<file path="src/rtl/contador_programa.sv">
// contador_programa: program counter with jump, relative branch, call/return stack and halt
module contador_programa #(
  parameter int PROFUNDIDADE = 4,
  parameter logic [7:0] ENDERECO_INICIAL = 8'd0,
  localparam int NW = $clog2(PROFUNDIDADE + 1)
) (
  input  logic          clock,
  input  logic          reset,
  input  logic          habilita,
  input  logic          salto,
  input  logic          desvio,
  input  logic          chamada,
  input  logic          retorno,
  input  logic [7:0]    alvo,
  input  logic          parar,
  input  logic          retomar,
  output logic [7:0]    endereco,
  output logic          parado,
  output logic          erro,
  output logic [NW-1:0] nivel
);
  typedef enum logic [1:0] {EXECUTANDO, PARADO, ERRO} estado_t;
  localparam int N = 1 << NW;
  localparam logic [NW-1:0] CHEIO = NW'(PROFUNDIDADE);
  estado_t estado_q, estado_d;
  logic [7:0] pc_q, pc_d;
  logic [NW-1:0] nivel_q, nivel_d;
  logic [7:0] pilha_q [N];
  logic empilha;
  always_comb begin
    estado_d = estado_q;
    pc_d = pc_q;
    nivel_d = nivel_q;
    empilha = 1'b0;
    if (habilita && estado_q == EXECUTANDO) begin
      if (parar) estado_d = PARADO;
      else if (salto) pc_d = alvo;
      else if (desvio) pc_d = pc_q + alvo;
      else if (chamada) begin
        if (nivel_q < CHEIO) begin
          empilha = 1'b1;
          nivel_d = nivel_q + NW'(1);
          pc_d = alvo;
        end else estado_d = ERRO;
      end else if (retorno) begin
        if (nivel_q != '0) begin
          pc_d = pilha_q[nivel_q - NW'(1)];
          nivel_d = nivel_q - NW'(1);
        end else estado_d = ERRO;
      end else pc_d = pc_q + 8'd1;
    end else if (habilita && estado_q == PARADO && retomar) estado_d = EXECUTANDO;
  end
  always_ff @(posedge clock) begin
    if (reset) begin
      estado_q <= EXECUTANDO;
      pc_q <= ENDERECO_INICIAL;
      nivel_q <= '0;
    end else begin
      estado_q <= estado_d;
      pc_q <= pc_d;
      nivel_q <= nivel_d;
    end
  end
  // stack contents need no reset: nivel alone says which entries are valid
  always_ff @(posedge clock) begin
    if (!reset && empilha) pilha_q[nivel_q] <= pc_q + 8'd1;
  end
  assign endereco = pc_q;
  assign nivel = nivel_q;
  assign parado = estado_q == PARADO;
  assign erro = estado_q == ERRO;
endmodule

</file>
<file path="config.mk">
export PLATFORM = sky130hd
export DESIGN_NAME = contador_programa
export DESIGN_NICKNAME = d
export VERILOG_FILES = /design/src/rtl/contador_programa.sv
export SDC_FILE = /design/constraint.sdc
export NUM_CORES = 1
export LEC_CHECK = 0
export ABC_CLOCK_PERIOD_IN_PS = 6700
export BUFFER_PORTS_ARGS = -buffer_cell sky130_fd_sc_hd__buf_2
export CORE_UTILIZATION = 63
export DETAILED_ROUTE_END_ITERATION = 12
export HOLD_SLACK_MARGIN = 0.02
export PLACE_DENSITY = 0.93
export SLEW_MARGIN = 20
export SYNTH_ARGS = -nofsm -noshare
export SYNTH_HDL_FRONTEND = slang
export SYNTH_SLANG_ARGS = --single-unit
</file>
<file path="constraint.sdc">
create_clock -name clock -period 6.7 [get_ports clock]
set_input_delay 0.67 -clock clock [delete_from_list [all_inputs] [get_ports clock]]
set_output_delay 0.67 -clock clock [all_outputs]
set_load 0.05 [all_outputs]
</file>
======== After elaboration in Yosys (flattened, before gate mapping) ========
Memory sizes are Yosys's and may differ from the RTL's.
Cells that the tools add are included.
word-level totals
  flip-flop bits (word level) ............. 13
  RAM bits ................................ 64
  input port bits ......................... 17
  output and inout port bits .............. 13
  logic and storage cells ................. 62
  memories kept ........................... 1
memories
  name     depth  bits a word  rd ports  clocked after Yosys merged registers in  wr ports  RTL line  RTL
  pilha_q  8      8            1         0                                        1         28        logic [7:0] pilha_q [N];
cells by class
  add/subtract/negate cells ............... 4
  order comparisons ....................... 1
  equal/unequal tests ..................... 10
  mux-type cells .......................... 27
  bitwise logic cells ..................... 3
  reductions and logical operators ........ 13
operators by type and width
  operator                                                                  number
  8-bit two-way mux                                                         6
  2-bit two-way mux                                                         9
  3-bit two-way mux                                                         4
  4-bit inequality test (second input constant)                             3
  8-bit by 1-bit adder with 8-bit output (second input constant)            1
  8-bit adder                                                               1
  1-bit two-way mux                                                         8
  7-bit AND reduction                                                       1
  3-bit inequality test (second input constant)                             2
  6-bit AND reduction                                                       1
  2-bit nonzero test                                                        3
  5-bit by 4-bit inequality test with 1-bit output (second input constant)  1
  1-bit logical AND                                                         4
  4-bit by 3-bit inequality test with 1-bit output (second input constant)  1
  4-bit AND reduction                                                       1
  3-bit by 1-bit adder with 3-bit output (second input constant)            1
  3-bit less-than comparator (second input constant)                        1
  1-bit inverter                                                            3
  3-bit nonzero test                                                        1
  3-bit by 1-bit subtractor with 3-bit output (second input constant)       1
  2-bit by 1-bit equality test with 1-bit output (second input constant)    1
  2-bit equality test (second input constant)                               1
  2-bit zero test                                                           1
  2-bit by 1-bit inequality test with 1-bit output (second input constant)  1
  1-bit zero test                                                           1

======== Depth between registers and ports, before layout ========
Gate-level depths: netlist of the first run.
  depth in word-level cells ............... 10
  mapped depth ............................ 11
  mapped depth without buffers ............ 8

======== Worst setup path before layout of the first run ========
Ideal clock, no wire load.
  path type ............................... reg-to-reg
  start point ............................. reg nivel_q[0], in the netlist nivel[0]
  end point ............................... reg pc_q[7], in the netlist endereco[7]
  setup time .............................. 0.123 ns
  arrival time ............................ 2.852 ns
  required time ........................... 6.577 ns
  setup slack ............................. 3.725 ns
  stages on the path, launching flop included .. 11
  path buffers ............................ 3
  clock period less this slack ............ 2.975 ns
  cell sequence ........................... dfxtp_1 -> buf_6 -> buf_4 -> inv_1 -> ha_1 -> clkbuf_1 -> mux4_1 -> a32o_1 -> or4_1 -> a21oi_1 -> o32ai_1
between the ends
  longest elaborated chain between the ends .. 7
  elaborated cells on any way between the ends .. 12
  classes of those cells .................. add/sub: 1; order compare: 1; eq/ne: 2; mux: 5; reduce/logical: 2; memory: 1
RTL lines
  element                                      RTL line  RTL
  start, declared                              27        logic [NW-1:0] nivel_q, nivel_d;
  start signal, assigned                       61        nivel_q <= nivel_d;
  3-bit by 1-bit subtractor with 3-bit output  47        pc_d = pilha_q[nivel_q - NW'(1)];
  memory read 8 x 8 bit                        n/a
  8-bit two-way mux                            46        if (nivel_q != '0) begin
  8-bit two-way mux                            45        end else if (retorno) begin
  8-bit two-way mux                            39        else if (chamada) begin
  8-bit two-way mux                            38        else if (desvio) pc_d = pc_q + alvo;
  8-bit two-way mux                            37        else if (salto) pc_d = alvo;
  end signal, assigned                         60        pc_q <= pc_d;
  end, declared                                26        logic [7:0] pc_q, pc_d;
Several ways; a longest one is shown, not always the timed one. The select of a mux whose other input is x is not followed.
A chain may end at the register's enable or synchronous reset.

======== Worst setup path after layout of the first run ========
Ends and elaborated chain as after synthesis.

==> impl_metrics.ini, run 1 <==
[timing]
final_max_slew_viol_count = 0
min_period_over_period_pct = 46.87
tightest_slew_ns = 0.7616
skew_ns = 0.01112
min_period_ns = 3.140
rsz0062_at_grt = no
fmax_mhz = 318.4
setup_ws_ns = 3.560
fin_tns_setup_ns = 0
setup_viol = 0
slew_headroom_pct = 48.86
finalHoldViolations = 0

[final_layout]
syn_to_final_growth_pct = 14.16
diodes = 0
fin_nets = 373
layout-drive-gt1-share_pct = 17.48

[global_route]
grt.total_usage_pct = 24.93
grt_pass1_vias = 2381
antenna_found_initial = 0
globalRouteOverflowTotal = 0
grt_max_degree = 23
grt_pass1_wl_um = 11340

[die]
core_um2 = 5675
die_h_um = 79.75
num_io_pins = 30
die_w_um = 79.75
start_util_pct = 67.11
num_rows = 27
die-area_um2 = 6360

[drt]
via_count = 2526
wl_per_cell_um = 17.46
drtIter0Drc = 195
wl_um = 7350
route.detailed.drc = 0
drt-vias-per-instance = 6.000
postRouteAntennaNets = 0
firstDrtPassIters = 4

[synth]
synth_seq_area_share_pct = 57.29
synth_cells = 281
ys_warn_count = 0
yosysUniqueCellTypes = 50
synth_area_um2 = 3809
synth-edff-count = 64
synth_flop_cell = edfxtp_1
async_reset_ff_share_pct = 0
ys_ff_latch = 77
syn_area_per_cell_um2 = 13.55

[setup_path]
crit_required_ns = 6.93
cp-end-kind = flop
cp.arrival_ns = 3.37
reg2reg_depth = 7
start_kind = flop
crit_path_max_fanout = 22
criticalPathCategory = flop to flop

[place]
pre_cts_ws_ns = 3.107
detailed_place_hpwl_um = 5078
place.gp.congestion = 0.8993
port_buffers = 29

[status]
outcome = finished clean

[clock_tree]
cts_num_sinks = 77
clk_pin_slew_worst_paths_ns = 0.08
ctsResizeCount = 0
cts_tree = yes
clk_path_buf_depth = 2
clock_latency_ns = 0.35
cts_hold_buf = 0
clock-root-buffer = clkbuf_8
post_cts_buffers = 0
htreeDepth = 3
cts_buffers = 9

[power]
vdd_ir_drop_max_mv = 0.2112
cellPowerDensity_nw_per_um2 = 238.0
p_leak_nw = 1.632

[worst_hold_path]
min_path_cells = 2
hp-class = input port to flop

[job]
maxCapViolCount = 0
worst max-delay path, cell delays in order, from the launching register on:
cell	delay, ns
dfxtp_2	0.73
inv_1	0.21
ha_1	0.79
mux4_1	0.40
a32o_1	0.26
or4_1	0.39
a21oi_1	0.14
o32ai_1	0.09
path summary, 6_finish.rpt:
path / startpoint / endpoint / slack, ns
setup reg to reg: nivel[0] / endereco[7] / 3.56
setup / recovery: nivel[0] / endereco[7] / 3.56
hold / removal: retomar / estado_q[0] / 0.51
hold reg to reg: estado_q[0] / estado_q[0] / 0.58
sequential cells by signal, indices dropped and copies added (netlist names):
signal    cells
pilha_q      64
endereco      8
estado_q      2
nivel         3
stage by stage:
stage	hold WS [ns]	util, %	instance area [um2]	power [W]	cells
after global placement	0.5428	72.69	4125	0.0006654	405
after floorplan	0.5202	-	3925	0.0006402	312
final	0.5101	76.61	4348	0.001035	421
after global routing	0.5171	76.61	4348	0.001070	421
after detailed placement	0.5659	72.69	4125	0.0006708	405
after CTS	0.5018	76.46	4339	0.001039	421
layout make-up:
type	count	area [um2]
fill	368	1328
clock inverter	7	90.09
inverter	10	37.54
timing repair buffer	33	175.2
clock buffer	9	123.9
multi-input combinational	213	1648
sequential	77	2183
tap	72	90.09
layout by cell type (no fill, tap or decap), types with 4 or more instances in the layout:
cell	n
nand2b_1	4
mux4_2	9
a211oi_1	4
conb_1	32
mux2i_1	6
nand2_1	12
a21o_1	4
o21ai_0	11
buf_2	29
buf_4	4
clkbuf_8	9
ha_1	11
nor2_1	17
nor3_1	11
inv_1	10
xor2_1	4
nor2b_1	11
edfxtp_1	64
a21oi_1	15
xnor2_1	8
nand3_1	7
dfxtp_1	12
mux4_1	7
Yosys cell counts, drive strengths merged (3+ instances only):
| cell type | instances | area [um2] |
|---|---|---|
| inv | 10 | 37.54 |
| nor2 | 17 | 63.81 |
| nor3 | 11 | 55.05 |
| a21oi | 15 | 75.07 |
| o21ai | 11 | 55.05 |
| or4 | 3 | 22.52 |
| edfxtp | 64 | 1922 |
| dfxtp | 13 | 260.3 |
| o211ai | 3 | 27.52 |
| a21o | 4 | 30.03 |
| nand2 | 12 | 45.04 |
| a211oi | 4 | 30.03 |
| buf | 5 | 38.78 |
| mux4 | 16 | 386.6 |
| clkbuf | 7 | 26.28 |
| xnor2 | 8 | 70.07 |
| o22ai | 3 | 18.77 |
| ha | 11 | 137.6 |
| nand2b | 4 | 25.02 |
| o32ai | 3 | 26.28 |
| xor2 | 5 | 43.79 |
| mux2i | 6 | 60.06 |
| nor2b | 11 | 68.82 |
| nand3 | 7 | 35.03 |
layer usage:
metal | part of all wire [%] | GRT usage [%] | vias to the layer above
li1 | - | - | 1203
met4 | 2.1 | 11.07 | 0
met2 | 47 | 39.74 | 117
met1 | 44 | 32.96 | 1190
met3 | 7.1 | 5.600 | 16
met5 | 0 | 0 | -
kinds of logic after synthesis:
kind of cell	synth area share (%)
xor gates and xnor gates	2.990
and+or+nand+nor	10.71
other	0.09846
muxes	11.73
AOI/OAI and AO/OA	10.35
buffers and inverters	2.694
DFF	57.29
adders and majority gates	4.139
power breakdown:
| part | internal (W) | leakage [nW] | switching [W] |
|---|---|---|---|
| Clock | 0.000208 | 0.108 | 0.000165 |
| Sequential | 0.000540 | 0.703 | 0.0000116 |
| Combinational | 0.0000412 | 0.821 | 0.0000695 |
| Total | 0.000789 | 1.63 | 0.000246 |
Note: power is estimated with default switching activity, not from simulation.
==> run 2: changes to the inputs <==
--- a/config.mk
+++ b/config.mk
@@ -5,12 +5,13 @@
 export SDC_FILE = /design/constraint.sdc
 export NUM_CORES = 1
 export LEC_CHECK = 0
-export ABC_CLOCK_PERIOD_IN_PS = 6700
+export ABC_AREA = 1
+export ABC_CLOCK_PERIOD_IN_PS = 3000
 export BUFFER_PORTS_ARGS = -buffer_cell sky130_fd_sc_hd__buf_2
-export CORE_UTILIZATION = 63
+export CORE_UTILIZATION = 60
 export DETAILED_ROUTE_END_ITERATION = 12
 export HOLD_SLACK_MARGIN = 0.02
-export PLACE_DENSITY = 0.93
+export PLACE_DENSITY = 0.9
 export SLEW_MARGIN = 20
 export SYNTH_ARGS = -nofsm -noshare
 export SYNTH_HDL_FRONTEND = slang
==> constraint.sdc (replaced) <==
create_clock -name clock -period 3 [get_ports clock]
set_input_delay 0.3 -clock clock [delete_from_list [all_inputs] [get_ports clock]]
set_output_delay 0.3 -clock clock [all_outputs]
set_load 0.05 [all_outputs]
==> impl_metrics.ini, run 2 <==
[status]
outcome = finished clean

[synth]
synth_seq_area_share_pct = 54.88
synth_cells = 441
synthAdderAreaFrac_pct = 3.965
ys_warn_count = 0
synth-compound-area-share_pct = 10.86
synth_common_cells = 93 x nand2_1, 64 x edfxtp_1, 64 x nor2_1, 39 x inv_1, 36 x nand3_1
synth.area.top_cells = edfxtp_1 48%, nand2_1 8.8%, dfxtp_1 6.5%, nor2_1 6.0%, nand3_1 4.5%
synth_flop_cell = edfxtp_1
synth_xor_area_share_pct = 2.234
yosys.area_share.simple_pct = 21.84
synth_top_family_by_area = simple AND/OR/NAND/NOR gates
yosysUniqueCellTypes = 35
synth.area.mux_share_pct = 0
ys_ff_latch = 77
synth_area_um2 = 3976
synth_most_common_cell = nand2_1
async_reset_ff_share_pct = 0
yosysTopAreaCell = edfxtp_1
synth_top_cell_area_share_pct = 48.33
syn_area_per_cell_um2 = 9.017
synth-edff-count = 64

[die]
die_w_um = 83.41
core_um2 = 6386
num_rows = 29
die_h_um = 83.41
start_util_pct = 62.26
num_io_pins = 30
die-area_um2 = 6956

[timing]
setup_viol = 0
rsz0062_at_grt = no
fin_tns_setup_ns = 0
final_max_slew_viol_count = 0
slew_headroom_pct = 56.34
fmax_mhz = 422.0
holdWs_ns = 0.2046
min_period_over_period_pct = 79.00
tightest_slew_ns = 0.6527
skew_ns = 0.01087
min_period_ns = 2.370
finalHoldViolations = 0

[final_layout]
syn_to_final_growth_pct = 14.19
diodes = 0
fillers = 469
fin_nets = 536
largest_reg_flops = 64
multiInputGateArea_um2 = 1667
regMostFlops = pilha_q
regArea_um2 = 2182
final_cell_mix = 93 x nand2_1, 64 x nor2_1, 64 x edfxtp_1, 39 x inv_1, 36 x nand3_1
final_common_cell = nand2_1
instances_no_fill = 589
layout-drive-gt1-share_pct = 11.91

[power]
cellPowerDensity_nw_per_um2 = 530.2
p_leak_nw = 1.955
vdd_ir_drop_max_mv = 0.3674

[global_route]
antenna_found_initial = 0
grt_max_degree = 37
grt_pass1_wl_um = 14680
grt.total_usage_pct = 27.52
globalRouteOverflowTotal = 0
grt_pass1_vias = 3186

[clock_tree]
htreeDepth = 3
cts_hold_buf = 0
post_cts_buffers = 0
cts_tree = yes
clk_pin_slew_worst_paths_ns = 0.08
cts_buffers = 9
cts_num_sinks = 77
clock_latency_ns = 0.36
ctsResizeCount = 0
clock-root-buffer = clkbuf_8
clk_path_buf_depth = 2

[setup_path]
crit_path_frequent_cell = nor2_1
cp-end-kind = flop
critPathSlowestCell = nor3_1
reg2reg_slack_ns = 0.63
max_stage_delay_ns = 0.51
criticalPathCategory = flop to flop
path_cells = inv_1 -> nand3_1 -> nor2_1 -> inv_1 -> nor2_1 -> nand2_1 -> nor2_1 -> nand2_1 -> nor3_1 -> buf_4
crit_path_max_fanout = 5
reg2reg_depth = 10
start_kind = flop
cp.arrival_ns = 2.44
crit_required_ns = 3.07

[place]
detailed_place_hpwl_um = 6095
place.gp.congestion = 0.8753
port_buffers = 29
dp_cells = 573

[worst_hold_path]
hp-class = input port to flop
min_path_cells = 3

[job]
maxCapViolCount = 0

[drt]
drt-vias-per-instance = 5.567
wl_um = 8860
firstDrtPassIters = 5
wl_per_cell_um = 15.04
route.detailed.drc = 0
postRouteAntennaNets = 0
drtIter0Drc = 301
via_count = 3279
## run 2: cell types whose count changed after synthesis, moves of 6 or more
| cell | change |
|---|---|
| nor2_1 | +47 |
| buf_2 | +9 |
| clkbuf_1 | -6 |
| o21ai_0 | +23 |
| nor2b_1 | -11 |
| nand4_1 | +7 |
| o211ai_1 | +6 |
| mux4_1 | -7 |
| inv_1 | +29 |
| mux2i_1 | -6 |
| mux4_2 | -9 |
| nand3_1 | +29 |
| nand2_1 | +81 |
## run 2: final cells by class
| cell class | instances | area share [%] |
|---|---|---|
| clock buffer | 12 | 3.196 |
| clock inverter | 4 | 1.626 |
| inverter | 45 | 3.775 |
| multi-input combinational | 337 | 36.70 |
| sequential | 77 | 48.06 |
| tap | 77 | 2.122 |
| timing repair buffer | 37 | 4.519 |
## run 2: worst paths after layout
path	start	to
worst max-delay path	estado_q[1]	pilha_q[1][2]
worst min-delay path	parar	estado_q[0]
worst max register to register	estado_q[1]	pilha_q[1][2]
worst min register to register	estado_q[0]	estado_q[0]
## run 2: cell families after synthesis
group | after synthesis
DFF | 77
buffers and inverters | 58
xor gates and xnor gates | 8
other | 1
AOI/OAI and AO/OA | 75
and+or+nand+nor | 210
adders and majority gates | 12
## run 2: per-layer routing
layer	wire, um	global-route usage, %
met4	197	14.42
met1	3625	33.65
met5	0	0
met2	4452	45.60
met3	585	6.262
## run 2: critical path, delay by kind of cell, from the launching register on
family | cells | cell delay [ns]
and+or+nand+nor | 7 | 1.31
buffers and inverters | 3 | 0.47
DFF | 1 | 0.31
## run 2: stage by stage
stage                     total power [W]  utilization, %  cell area, um2  worst slack [ns]
after detailed placement         0.001558           67.67            4322            0.7110
after CTS                        0.002407           71.10            4541            0.6445
after global placement           0.001543           67.67            4322            0.7610
final                            0.002407           71.10            4541            0.6301
after floorplan                  0.001474               -            4093            0.6080
after global routing             0.002488           71.10            4541            0.4015
## run 2: where the power goes
group / leakage [nW] / internal (W) / switching, W
combinational: 1.13 / 0.0000928 / 0.000214
sequential: 0.719 / 0.00121 / 0.0000247
clock: 0.111 / 0.000492 / 0.000375
total: 1.96 / 0.00179 / 0.000614
==> run 3: changes to the inputs <==
--- a/config.mk
+++ b/config.mk
@@ -5,13 +5,13 @@
 export SDC_FILE = /design/constraint.sdc
 export NUM_CORES = 1
 export LEC_CHECK = 0
-export ABC_AREA = 1
-export ABC_CLOCK_PERIOD_IN_PS = 3000
+export ABC_AREA = 0
+export ABC_CLOCK_PERIOD_IN_PS = 2100
 export BUFFER_PORTS_ARGS = -buffer_cell sky130_fd_sc_hd__buf_2
-export CORE_UTILIZATION = 60
+export CORE_UTILIZATION = 54
 export DETAILED_ROUTE_END_ITERATION = 12
 export HOLD_SLACK_MARGIN = 0.02
-export PLACE_DENSITY = 0.9
+export PLACE_DENSITY = 0.86
 export SLEW_MARGIN = 20
 export SYNTH_ARGS = -nofsm -noshare
 export SYNTH_HDL_FRONTEND = slang
==> constraint.sdc (replaced) <==
create_clock -name clock -period 2.1 [get_ports clock]
set_input_delay 0.21 -clock clock [delete_from_list [all_inputs] [get_ports clock]]
set_output_delay 0.21 -clock clock [all_outputs]
set_load 0.05 [all_outputs]
==> impl_metrics.ini, run 3 (same netlist as run 1, synthesis figures left out) <==
[setup_path]
criticalPathCategory = flop to flop
rr_endpoint = pilha_q[2][0]
cp.arrival_ns = 2.11
reg2reg_slack_ns = 0.05
crit_family = simple AND/OR/NAND/NOR gates
cp-end-kind = flop
crit_required_ns = 2.15
cp.buffers_inverters = 3
critPathSlowestCell = dfxtp_1
reg2reg_depth = 7
path_cells = nor4b_2 -> buf_4 -> nor2b_1 -> nand4b_1 -> buf_4 -> nor3_1 -> buf_4
max_stage_delay_ns = 0.35
start_kind = flop
crit_path_frequent_cell = buf_4
crit_path_max_fanout = 8
reg2reg_from = estado_q[1]

[global_route]
grt_pass1_wl_um = 12460
globalRouteOverflowTotal = 0
antenna_found_initial = 0
grt.total_usage_pct = 22.92
grt_pass1_vias = 2489
grt_max_degree = 18

[final_layout]
fin_nets = 396
instances_no_fill = 468
syn_to_final_growth_pct = 21.71
final_common_cell = edfxtp_1
final_area_um2 = 4636
layout-drive-gt1-share_pct = 26.08
largest_reg_flops = 64
diodes = 0
regMostFlops = pilha_q
final_cell_mix = 64 x edfxtp_1, 32 x conb_1, 29 x buf_2, 24 x buf_4, 17 x nor2_1

[place]
placed_area_um2 = 4323
place.gp.congestion = 0.8778
dp_cells = 447
port_buffers = 29
detailed_place_hpwl_um = 5424
pre_cts_ws_ns = 0.02916

[timing]
final_max_slew_viol_count = 0
setup_ws_ns = 0.04624
setup_viol = 0
slew_headroom_pct = 51.81
min_period_ns = 2.054
fmax_mhz = 486.9
finalHoldViolations = 0
min_period_over_period_pct = 97.80
skew_ns = 0.008463
tightest_slew_ns = 0.7177

[worst_hold_path]
hp-class = input port to flop
min_path_cells = 2
hp-start = retomar
whs_endpoint = estado_q[0]

[clock_tree]
clock-root-buffer = clkbuf_8
clk_pin_slew_worst_paths_ns = 0.08
cts_hold_buf = 0
htreeDepth = 3
cts_buffers = 9
clock_latency_ns = 0.35
cts_tree = yes
clk_path_buf_depth = 2
cts_num_sinks = 77

[die]
die_w_um = 85.98
die-area_um2 = 7393
core_um2 = 6794
start_util_pct = 56.06
num_io_pins = 30
die_h_um = 85.98
num_rows = 30

[power]
total_power_w = 0.003372
vdd_ir_drop_max_mv = 0.4435
cellPowerDensity_nw_per_um2 = 727.4
p_leak_nw = 1.773

[drt]
drt-vias-per-instance = 5.765
drtIter0Drc = 194
wl_um = 8317
via_count = 2698
firstDrtPassIters = 5
postRouteAntennaNets = 0
route.detailed.drc = 0
wl_per_cell_um = 17.77

[status]
outcome = finished clean

[job]
maxCapViolCount = 0
run 3: area by class of cell:
cell class                      count  area, um2
Clock buffer                       10      127.6
Inverter                           10      42.54
Timing Repair Buffer               56      371.6
Clock inverter                      6      86.33
Sequential cell                    77       2190
Fill cell                         462       2158
Multi-Input combinational cell    213       1698
Tap cell                           96      120.1
run 3: per-layer routing:
layer  GRT usage, %  up-vias  share of wire, %
li1               -     1248                 -
met1          31.25     1306                43
met2          36.22      130                49
met3          4.427       14               6.2
met4          9.697        0               1.7
met5              0        -                 0
run 3: worst max path at each step:
stage / from / to / slack [ns] / cells after the start
detailed placement: nivel[0] / endereco[5] / 0.03 / 5
global placement: nivel[0] / endereco[6] / 0.09 / 6
floorplan: nivel[0] / endereco[7] / -0.26 / 10
finish: estado_q[1] / pilha_q[2][0] / 0.05 / 7
CTS: nivel[1] / endereco[5] / 0.005 / 8
global route: estado_q[1] / pilha_q[2][7] / -0.09 / 7
run 3: worst register-to-register path, stage by stage (launching register included):
cell      delay [ns]
dfxtp_1         0.35
nor4b_2         0.28
buf_4           0.18
nor2b_1         0.19
nand4b_1        0.11
buf_4           0.18
nor3_1          0.22
buf_4           0.24
run 3: through the flow:
step	hold WS [ns]	utilization (%)	setup TNS, ns
floorplan	0.3261	-	-1.798
global placement	0.4130	63.63	0
detailed placement	0.4255	63.63	0
CTS	0.04711	66.78	0
global route	0.05283	68.23	-0.7190
finish	0.06158	68.23	0
run 3: repair_timing:
action,CTS,global route
endpoints found under the setup margin,0,40
resized for setup,0,14
setup buffers,0,5
run 3: power breakdown:
part	internal, W	switching [W]	leakage (nW)	total, W
sequential	0.00172	0.0000278	0.705	0.00175
combinational	0.000164	0.000246	0.960	0.000410
clock	0.000670	0.000544	0.108	0.00121
